### config.mk
export PLATFORM = sky130hd
export DESIGN_NAME = state_coord_mapper
export DESIGN_NICKNAME = d
export VERILOG_FILES = /design/src/rtl/state_coord_mapper_pkg.sv /design/src/rtl/state_coord_mapper_div.sv /design/src/rtl/state_coord_mapper.sv
export SDC_FILE = /design/constraint.sdc
export NUM_CORES = 1
export LEC_CHECK = 0
export ABC_AREA = 0
export CORE_UTILIZATION = 55
export CTS_BUF_LIST = sky130_fd_sc_hd__clkbuf_16
export DETAILED_ROUTE_END_ITERATION = 7
export DONT_BUFFER_PORTS = 1
export PLACE_DENSITY = 0.67
export SYNTH_ARGS = -nofsm -noshare
export SYNTH_HDL_FRONTEND = slang
export SYNTH_SLANG_ARGS = --single-unit
### constraint.sdc
create_clock -name clk -period 4.72 [get_ports clk]
set_input_delay 0.472 -clock clk [delete_from_list [all_inputs] [get_ports clk]]
set_output_delay 0.472 -clock clk [all_outputs]
set_load 0.02 [all_outputs]
### src/rtl/state_coord_mapper_pkg.sv
// state_coord_mapper_pkg
// Shared definitions for the state/coordinate mapper slice: request opcode
// encodings, STEP action encodings, default mesh dimensions and a small
// helper used to size the coordinate fields.
package state_coord_mapper_pkg;

  // Request opcodes carried on in_op.
  typedef enum logic [1:0] {
    OP_COORD2IDX = 2'd0,
    OP_IDX2COORD = 2'd1,
    OP_STEP      = 2'd2,
    OP_RSVD      = 2'd3
  } op_e;

  // STEP move directions carried on in_action. The mesh origin (1,1) is
  // the north-west corner, so south increases y and east increases x.
  typedef enum logic [1:0] {
    ACT_EAST  = 2'd0,
    ACT_WEST  = 2'd1,
    ACT_SOUTH = 2'd2,
    ACT_NORTH = 2'd3
  } action_e;

  // Default mesh dimensions (columns x rows).
  localparam int DEF_MESH_W = 4;
  localparam int DEF_MESH_H = 4;

  // Larger of two integers; sizes a coordinate so it can hold either extent.
  function automatic int max2(input int a, input int b);
    return (a > b) ? a : b;
  endfunction

endpackage

### src/rtl/state_coord_mapper_div.sv
// state_coord_div
// Iterative divide-by-constant used to split a 1-based linear state index
// into its 1-based (x, y) mesh coordinate. One subtraction of MESH_W is
// performed per cycle while the running remainder exceeds MESH_W, so no
// hardware divider or modulo operator is needed.
//
// Ports:
//   clk       rising-edge clock
//   rst       synchronous active-high reset; aborts any division in flight
//   start     one-cycle pulse loading a new dividend
//   dividend  1-based linear index to split (must be 1..MESH_W*MESH_H)
//   done      high during the cycle in which x/y hold the final result
//   x         1-based column (final remainder)
//   y         1-based row (quotient + 1)
module state_coord_div #(
  parameter int MESH_W = 4,
  parameter int IDX_W  = 5,
  parameter int CRD_W  = 3
) (
  input  logic             clk,
  input  logic             rst,
  input  logic             start,
  input  logic [IDX_W-1:0] dividend,
  output logic             done,
  output logic [CRD_W-1:0] x,
  output logic [CRD_W-1:0] y
);

  localparam logic [IDX_W-1:0] W_IDX = IDX_W'(MESH_W);

  logic             busy_q;
  logic [IDX_W-1:0] rem_q;
  logic [CRD_W-1:0] quo_q;

  // Remainder starts at the index itself and the row at 1; once the
  // remainder is no larger than one row width it is directly the column.
  always_ff @(posedge clk) begin
    if (rst) begin
      busy_q <= 1'b0;
      rem_q  <= '0;
      quo_q  <= '0;
    end else if (start) begin
      busy_q <= 1'b1;
      rem_q  <= dividend;
      quo_q  <= CRD_W'(1);
    end else if (busy_q) begin
      if (rem_q > W_IDX) begin
        rem_q <= rem_q - W_IDX;
        quo_q <= quo_q + CRD_W'(1);
      end else begin
        busy_q <= 1'b0;
      end
    end
  end

  // The final remainder is at most MESH_W, so it always fits a coordinate.
  assign done = busy_q && (rem_q <= W_IDX);
  assign x    = rem_q[CRD_W-1:0];
  assign y    = quo_q;

endmodule

### src/rtl/state_coord_mapper.sv
// state_coord_mapper
// Converts between 1-based mesh coordinates (x, y) and a 1-based linear
// state index idx = (y-1)*MESH_W + x, and optionally performs one STEP move
// on the mesh with edge (wall) detection.
//
// Optional feature macro: STATE_MAP_STEP_EN
//   defined   -> op=2 (STEP) applies in_action and reports out_wall
//   undefined -> STEP logic absent, op=2 reported as illegal, out_wall=0
//
// Ports:
//   clk, rst            rising-edge clock, synchronous active-high reset
//   in_valid/in_ready   request handshake (ready only while idle)
//   in_op               0=COORD2IDX, 1=IDX2COORD, 2=STEP, 3=reserved
//   in_x, in_y          1-based coordinate operands (COORD2IDX)
//   in_idx              1-based linear operand (IDX2COORD, STEP)
//   in_action           STEP direction: 0=east 1=west 2=south 3=north
//   out_valid/out_ready result handshake; outputs held until accepted
//   out_idx, out_x/y    result state in both forms (0 on error)
//   out_err             operand out of range or illegal op
//   out_wall            STEP blocked by the mesh edge
module state_coord_mapper
  import state_coord_mapper_pkg::*;
#(
  parameter  int MESH_W = DEF_MESH_W,
  parameter  int MESH_H = DEF_MESH_H,
  localparam int IDX_W  = $clog2(MESH_W * MESH_H + 1),
  localparam int CRD_W  = $clog2(max2(MESH_W, MESH_H) + 1)
) (
  input  logic             clk,
  input  logic             rst,
  input  logic             in_valid,
  output logic             in_ready,
  input  logic [1:0]       in_op,
  input  logic [CRD_W-1:0] in_x,
  input  logic [CRD_W-1:0] in_y,
  input  logic [IDX_W-1:0] in_idx,
  input  logic [1:0]       in_action,
  output logic             out_valid,
  input  logic             out_ready,
  output logic [IDX_W-1:0] out_idx,
  output logic [CRD_W-1:0] out_x,
  output logic [CRD_W-1:0] out_y,
  output logic             out_err,
  output logic             out_wall
);

  localparam logic [1:0] ST_IDLE = 2'd0;
  localparam logic [1:0] ST_CALC = 2'd1;
  localparam logic [1:0] ST_DONE = 2'd2;

  localparam logic [IDX_W-1:0] W_IDX = IDX_W'(MESH_W);
  localparam logic [IDX_W-1:0] N_IDX = IDX_W'(MESH_W * MESH_H);
  localparam logic [CRD_W-1:0] W_CRD = CRD_W'(MESH_W);
  localparam logic [CRD_W-1:0] H_CRD = CRD_W'(MESH_H);

  logic [1:0]       state_q;
  logic [1:0]       op_q;
  logic [CRD_W-1:0] x_q;
  logic [CRD_W-1:0] y_q;
  logic [IDX_W-1:0] idx_q;
  logic             err_q;

  logic [IDX_W-1:0] out_idx_q;
  logic [CRD_W-1:0] out_x_q;
  logic [CRD_W-1:0] out_y_q;
  logic             out_err_q;

  logic             accept;
  logic             op_illegal;
  logic             acc_err;
  logic             acc_div;

  logic             div_done;
  logic [CRD_W-1:0] div_x;
  logic [CRD_W-1:0] div_y;

  logic [IDX_W-1:0] c2i_idx;

  logic             calc_fin;
  logic [IDX_W-1:0] res_idx;
  logic [CRD_W-1:0] res_x;
  logic [CRD_W-1:0] res_y;
  logic             res_err;
  logic             res_wall;

`ifdef STATE_MAP_STEP_EN
  logic [1:0]       act_q;
  logic             out_wall_q;
  logic [IDX_W-1:0] step_idx;
  logic [CRD_W-1:0] step_x;
  logic [CRD_W-1:0] step_y;
  logic             step_wall;
`else
  logic             unused_action;
  assign unused_action = ^in_action;
`endif

  assign in_ready  = (state_q == ST_IDLE);
  assign out_valid = (state_q == ST_DONE);
  assign accept    = in_ready && in_valid;

  // Range check done on the raw request so an erroneous request never
  // starts the divider and always finishes after a single CALC cycle.
  always_comb begin
    op_illegal = 1'b0;
    acc_err    = 1'b0;
    acc_div    = 1'b0;
`ifdef STATE_MAP_STEP_EN
    op_illegal = (in_op == OP_RSVD);
`else
    op_illegal = (in_op == OP_RSVD) || (in_op == OP_STEP);
`endif
    case (in_op)
      OP_COORD2IDX: acc_err = (in_x == '0) || (in_x > W_CRD) ||
                              (in_y == '0) || (in_y > H_CRD);
      OP_IDX2COORD,
      OP_STEP:      acc_err = (in_idx == '0) || (in_idx > N_IDX);
      default:      acc_err = 1'b0;
    endcase
    acc_err = acc_err || op_illegal;
    acc_div = !acc_err && ((in_op == OP_IDX2COORD) || (in_op == OP_STEP));
  end

  state_coord_div #(
    .MESH_W (MESH_W),
    .IDX_W  (IDX_W),
    .CRD_W  (CRD_W)
  ) u_div (
    .clk      (clk),
    .rst      (rst),
    .start    (accept && acc_div),
    .dividend (in_idx),
    .done     (div_done),
    .x        (div_x),
    .y        (div_y)
  );

  // Row offset uses a multiply by the constant MESH_W, which synthesis
  // reduces to shifts/adds.
  assign c2i_idx = (IDX_W'(y_q) - IDX_W'(1)) * W_IDX + IDX_W'(x_q);

`ifdef STATE_MAP_STEP_EN
  // Apply the move to the recovered coordinate. Moving one column changes
  // the index by 1, moving one row changes it by MESH_W; a move off the
  // mesh leaves the state untouched and flags the wall instead.
  always_comb begin
    step_idx  = idx_q;
    step_x    = div_x;
    step_y    = div_y;
    step_wall = 1'b0;
    case (act_q)
      ACT_EAST: begin
        if (div_x == W_CRD) begin
          step_wall = 1'b1;
        end else begin
          step_x   = div_x + CRD_W'(1);
          step_idx = idx_q + IDX_W'(1);
        end
      end
      ACT_WEST: begin
        if (div_x == CRD_W'(1)) begin
          step_wall = 1'b1;
        end else begin
          step_x   = div_x - CRD_W'(1);
          step_idx = idx_q - IDX_W'(1);
        end
      end
      ACT_SOUTH: begin
        if (div_y == H_CRD) begin
          step_wall = 1'b1;
        end else begin
          step_y   = div_y + CRD_W'(1);
          step_idx = idx_q + W_IDX;
        end
      end
      default: begin
        if (div_y == CRD_W'(1)) begin
          step_wall = 1'b1;
        end else begin
          step_y   = div_y - CRD_W'(1);
          step_idx = idx_q - W_IDX;
        end
      end
    endcase
  end
`endif

  // Result selection for the CALC state. calc_fin marks the last CALC
  // cycle: immediately for errors and COORD2IDX, and on div_done for the
  // ops that need the coordinate recovered first.
  always_comb begin
    calc_fin = 1'b0;
    res_idx  = '0;
    res_x    = '0;
    res_y    = '0;
    res_err  = 1'b0;
    res_wall = 1'b0;
    if (err_q) begin
      calc_fin = 1'b1;
      res_err  = 1'b1;
    end else begin
      case (op_q)
        OP_COORD2IDX: begin
          calc_fin = 1'b1;
          res_idx  = c2i_idx;
          res_x    = x_q;
          res_y    = y_q;
        end
        OP_IDX2COORD: begin
          calc_fin = div_done;
          res_idx  = idx_q;
          res_x    = div_x;
          res_y    = div_y;
        end
`ifdef STATE_MAP_STEP_EN
        OP_STEP: begin
          calc_fin = div_done;
          res_idx  = step_idx;
          res_x    = step_x;
          res_y    = step_y;
          res_wall = step_wall;
        end
`endif
        default: begin
          calc_fin = 1'b1;
          res_err  = 1'b1;
        end
      endcase
    end
  end

  // Control FSM plus request/result registers. Results are captured on the
  // CALC->DONE edge and held through DONE until the consumer takes them.
  always_ff @(posedge clk) begin
    if (rst) begin
      state_q    <= ST_IDLE;
      op_q       <= '0;
      x_q        <= '0;
      y_q        <= '0;
      idx_q      <= '0;
      err_q      <= 1'b0;
      out_idx_q  <= '0;
      out_x_q    <= '0;
      out_y_q    <= '0;
      out_err_q  <= 1'b0;
`ifdef STATE_MAP_STEP_EN
      act_q      <= '0;
      out_wall_q <= 1'b0;
`endif
    end else begin
      case (state_q)
        ST_IDLE: begin
          if (in_valid) begin
            op_q    <= in_op;
            x_q     <= in_x;
            y_q     <= in_y;
            idx_q   <= in_idx;
            err_q   <= acc_err;
`ifdef STATE_MAP_STEP_EN
            act_q   <= in_action;
`endif
            state_q <= ST_CALC;
          end
        end
        ST_CALC: begin
          if (calc_fin) begin
            out_idx_q  <= res_idx;
            out_x_q    <= res_x;
            out_y_q    <= res_y;
            out_err_q  <= res_err;
`ifdef STATE_MAP_STEP_EN
            out_wall_q <= res_wall;
`endif
            state_q    <= ST_DONE;
          end
        end
        ST_DONE: begin
          if (out_ready) begin
            state_q <= ST_IDLE;
          end
        end
        default: state_q <= ST_IDLE;
      endcase
    end
  end

  assign out_idx = out_idx_q;
  assign out_x   = out_x_q;
  assign out_y   = out_y_q;
  assign out_err = out_err_q;

`ifdef STATE_MAP_STEP_EN
  assign out_wall = out_wall_q;
`else
  assign out_wall = 1'b0;
  logic unused_res_wall;
  assign unused_res_wall = res_wall;
`endif

endmodule

==> out/qor.log <==
[outcome] run status complete, no violations
[die] starting utilization of the core area 0.5811
[detailed_routing] remaining antenna violation count after routing 0
[clocking] register clock-pin slew on the reported worst setup and hold paths 0.05 ns
[global_route] Overall Global Routing Usage 0.2318
[global_route] met1 layer usage reported by global route 0.2953
[sta] Final Cycle Share 0.4612
[final_layout] synth-to-layout area growth 6.210%
[worst_setup_path] Critical Path Max Stage Delay 0.59 ns
[synthesis] synthesized instance count 225
[power] power density over the cells 356.5 nW/um2
[worst_setup_path] CP max stage cell sky130_fd_sc_hd__nor3b_4
[final_layout] core occupancy in the finished layout 0.6172
[global_route] busiest metal layer after global routing met2
[detailed_routing] number of DRC violations after detailed-routing iteration 0 100
[worst_setup_path] slack of the worst reg-to-reg path 2.54 ns
[global_route] total congestion overflow after global routing 0
[global_route] met3 Resource Use GR 0.06933
[sta] Rel. slew slack 0.5713
[clocking] clock tree from TritonCTS yes
[clocking] H-tree depth 2
[synthesis] syn avg cell area 8.686 um2
[die] x dimension of the die 61.61 um
[detailed_routing] routed via count divided by cell count 5.917
[sta] total count of max-transition violations in the final report 0
[synthesis] Synth Warn # 0
[power] VDD IR max 0.1861 mV
[die] area of the core 3363 um2
[place] RePlAce Congestion 0.7996
[worst_setup_path] highest fanout seen on the critical path 17
[sta] maximum clock skew at final layout 0.002456 ns
[sta] fmax 0.4593 GHz
[final_layout] final std cell area, no fill 2076 um2
[hold_path] origin of the worst min-delay path rst
[clocking] Max clock buf depth 2
[run] maxcap violations 0
[global_route] GR Util met2 0.3656
[synthesis] Yosys cell types 48
[die] I/O pin count 34
[global_route] pin count of the biggest net entering global routing 31
[detailed_routing] DRC violations left 0
[detailed_routing] wire per inst 14.75 um
[clocking] number of CTS-inserted buffers 5
[place] PortBufs 0
[clocking] Hold Buf Count CTS 0
[clocking] clock insertion delay at the later pin of the skew report 0.27 ns
[clocking] number of instances resized during post-cts repair 0
[sta] setup violators final 0
[synthesis] sequential-to-total area share from yosys stat 0.3790
[clocking] master cell of the clock root buffer sky130_fd_sc_hd__clkbuf_16
[clocking] Num Clock Sinks 37
[global_route] number of global-route vias before repair 1419
[worst_setup_path] crit path kind reg -> reg
[die] # rows 21
[global_route] number of antenna violations at the first check in global routing 0
[synthesis] Yosys reg bits 37
[worst_setup_path] critical path arrival 2.34 ns
[place] standard cell area after detailed placement 1939 um2
[synthesis] netlist area before placement 1954 um2
[final_layout] fill cell instance count of the final layout 308
[worst_setup_path] Worst Setup End Kind register
[worst_setup_path] CP Launch Type register
[die] height of the chip 61.61 um
[final_layout] ratio of cells with drive above 1 in the final layout 0.08182
[global_route] global-route wire length before repair 6279 um
[sta] clock period minus worst slack 2.177 ns
[detailed_routing] wirelength, routed 3923 um
[final_layout] antenna diode instance count 0
[detailed_routing] detailed-route via count 1574
[power] Pleak 0.7790 nW
[worst_setup_path] launching element of the worst setup path state_q[1]$_SDFFE_PP0P_
[clocking] setup bufs post-CTS 0
[die] area enclosed by the die boundary 3796 um2
[sta] setup TNS after final layout 0 ns
[worst_setup_path] cell chain of the critical path nor3b_4 -> nand3_1 -> a211oi_2 -> mux2_1
[hold_path] class of the tightest hold or removal check in -> reg
[synthesis] net count of the mapped netlist 253
[sta] unrepaired setup endpoints after global routing no
[worst_setup_path] r2r startpoint state_q[1]$_SDFFE_PP0P_
[place] half-perimeter wire length after detailed placement 2926 um
[detailed_routing] Pre-antenna DRT Iters 4
[worst_setup_path] Data required, critical path 4.88 ns
[sta] final hold violations 0
[sta] pin slew with the least headroom to its limit 0.6424 ns
[final_layout] number of nets at the end of the flow 248
[registers in the layout (all words and copies together) (netlist names), 2 cells and up]
| name | count |
|---|---|
| idx_q | 5 |
| out_idx | 5 |
| u_div.rem_q | 5 |
| out_x | 3 |
| out_y | 3 |
| u_div.y | 3 |
| x_q | 3 |
| y_q | 3 |
| op_q | 2 |
| state_q | 2 |
[cell type report]
class                   instances  area, um2  share of cell area
clock buffers                   5      125.1             0.06028
clock inverters                 2      11.26            0.005425
inverters                       9      33.78             0.01627
multi-input cells             167       1107              0.5335
flip-flops and latches         37      740.7              0.3568
well taps                      46      57.56             0.02773
[cells in the final DEF, fill, tap and decap left out, types with 2 or more instances in the layout]
| cell | count |
|---|---|
| sky130_fd_sc_hd__a2111oi_0 | 2 |
| sky130_fd_sc_hd__a211oi_1 | 4 |
| sky130_fd_sc_hd__a21bo_2 | 2 |
| sky130_fd_sc_hd__a21oi_1 | 22 |
| sky130_fd_sc_hd__a311oi_1 | 2 |
| sky130_fd_sc_hd__a31o_1 | 6 |
| sky130_fd_sc_hd__clkbuf_16 | 5 |
| sky130_fd_sc_hd__dfxtp_1 | 37 |
| sky130_fd_sc_hd__ha_1 | 9 |
| sky130_fd_sc_hd__inv_1 | 8 |
| sky130_fd_sc_hd__mux2_1 | 3 |
| sky130_fd_sc_hd__mux2_2 | 2 |
| sky130_fd_sc_hd__mux2i_1 | 8 |
| sky130_fd_sc_hd__nand2_1 | 48 |
| sky130_fd_sc_hd__nand2b_1 | 4 |
| sky130_fd_sc_hd__nand3_1 | 4 |
| sky130_fd_sc_hd__nand4_1 | 2 |
| sky130_fd_sc_hd__nor2_1 | 5 |
| sky130_fd_sc_hd__nor2b_1 | 6 |
| sky130_fd_sc_hd__nor3_1 | 2 |
| sky130_fd_sc_hd__nor4_1 | 6 |
| sky130_fd_sc_hd__o21ai_0 | 5 |
| sky130_fd_sc_hd__o21ai_1 | 3 |
| sky130_fd_sc_hd__or3_1 | 3 |
[Yosys cell counts, drive strengths merged]
library cell	number	area, um2
a211oi	6	62.56
nor2b	6	37.54
conb	1	3.750
dfxtp	37	740.7
xor2	1	8.760
nor2	5	18.77
nor3b	2	31.28
inv	9	33.78
a211o	1	8.760
nor3	2	10.01
o21ai	8	40.03
mux2i	8	80.08
a311oi	2	17.52
a21o	1	7.510
ha	9	112.6
a31oi	1	6.260
a2111oi	2	17.52
nand3	4	20.02
o21bai	1	7.510
a31o	6	52.55
a21bo	2	20.02
nor4	6	37.54
clkbuf	8	30.03
a21oi	22	110.1
nand2b	5	38.78
buf	4	42.54
or3	3	18.77
nand4	2	12.51
a22oi	1	7.510
or3b	2	20.02
nand3b	1	7.510
o221ai	1	8.760
nor4b	2	23.77
nand2	48	180.2
mux2	5	56.30
xnor3	1	22.52
[report_power, final]
part	leakage (nW)	switching, mW	internal, mW
registers	0.301	0.0208	0.328
logic	0.414	0.0489	0.0367
clock network	0.0633	0.116	0.190
[layer usage]
layer,vias up,part of all wire
li1,784,-
met1,735,0.46
met2,48,0.47
met3,7,0.059
met4,0,0.011
met5,-,0
[through the flow]
step | worst slack (ns) | total power, mW | hold slack (ns) | instances
final | 2.543 | 0.7400 | 0.2603 | 266
after CTS | 2.529 | 0.7475 | 0.2552 | 266
after detailed placement | 2.443 | 0.4400 | 0.4364 | 259
after global routing | 2.388 | 0.7710 | 0.2545 | 266
after global placement | 2.498 | 0.4362 | 0.4366 | 259
after floorplan | 2.917 | 0.4301 | 0.4318 | 225
[worst max-delay path, delay by kind of cell (launching register included)]
family | cells | cell delay [ns]
and+or+nand+nor | 2 | 0.86
AOI/OAI and AO/OA | 1 | 0.47
muxes | 1 | 0.37
DFF | 1 | 0.36
[path summary, 6_finish.rpt]
check                                              endpoint  cells past startpoint
worst max-delay path            u_div.rem_q[3]$_SDFFE_PP0P_                      4
worst min-delay path                state_q[1]$_SDFFE_PP0P_                      1
worst max register to register  u_div.rem_q[3]$_SDFFE_PP0P_                      4
worst min register to register          x_q[0]$_SDFFE_PP0P_                      2
[cell families after synthesis]
family / share of synthesized area
buffers and inverters: 0.05442
other: 0.001919
xor gates and xnor gates: 0.01601
muxes: 0.06978
DFF: 0.3790
AOI/OAI and AO/OA: 0.1876
adders and majority gates: 0.05762
and+or+nand+nor: 0.2337
Power figures use the tool's default switching activity.
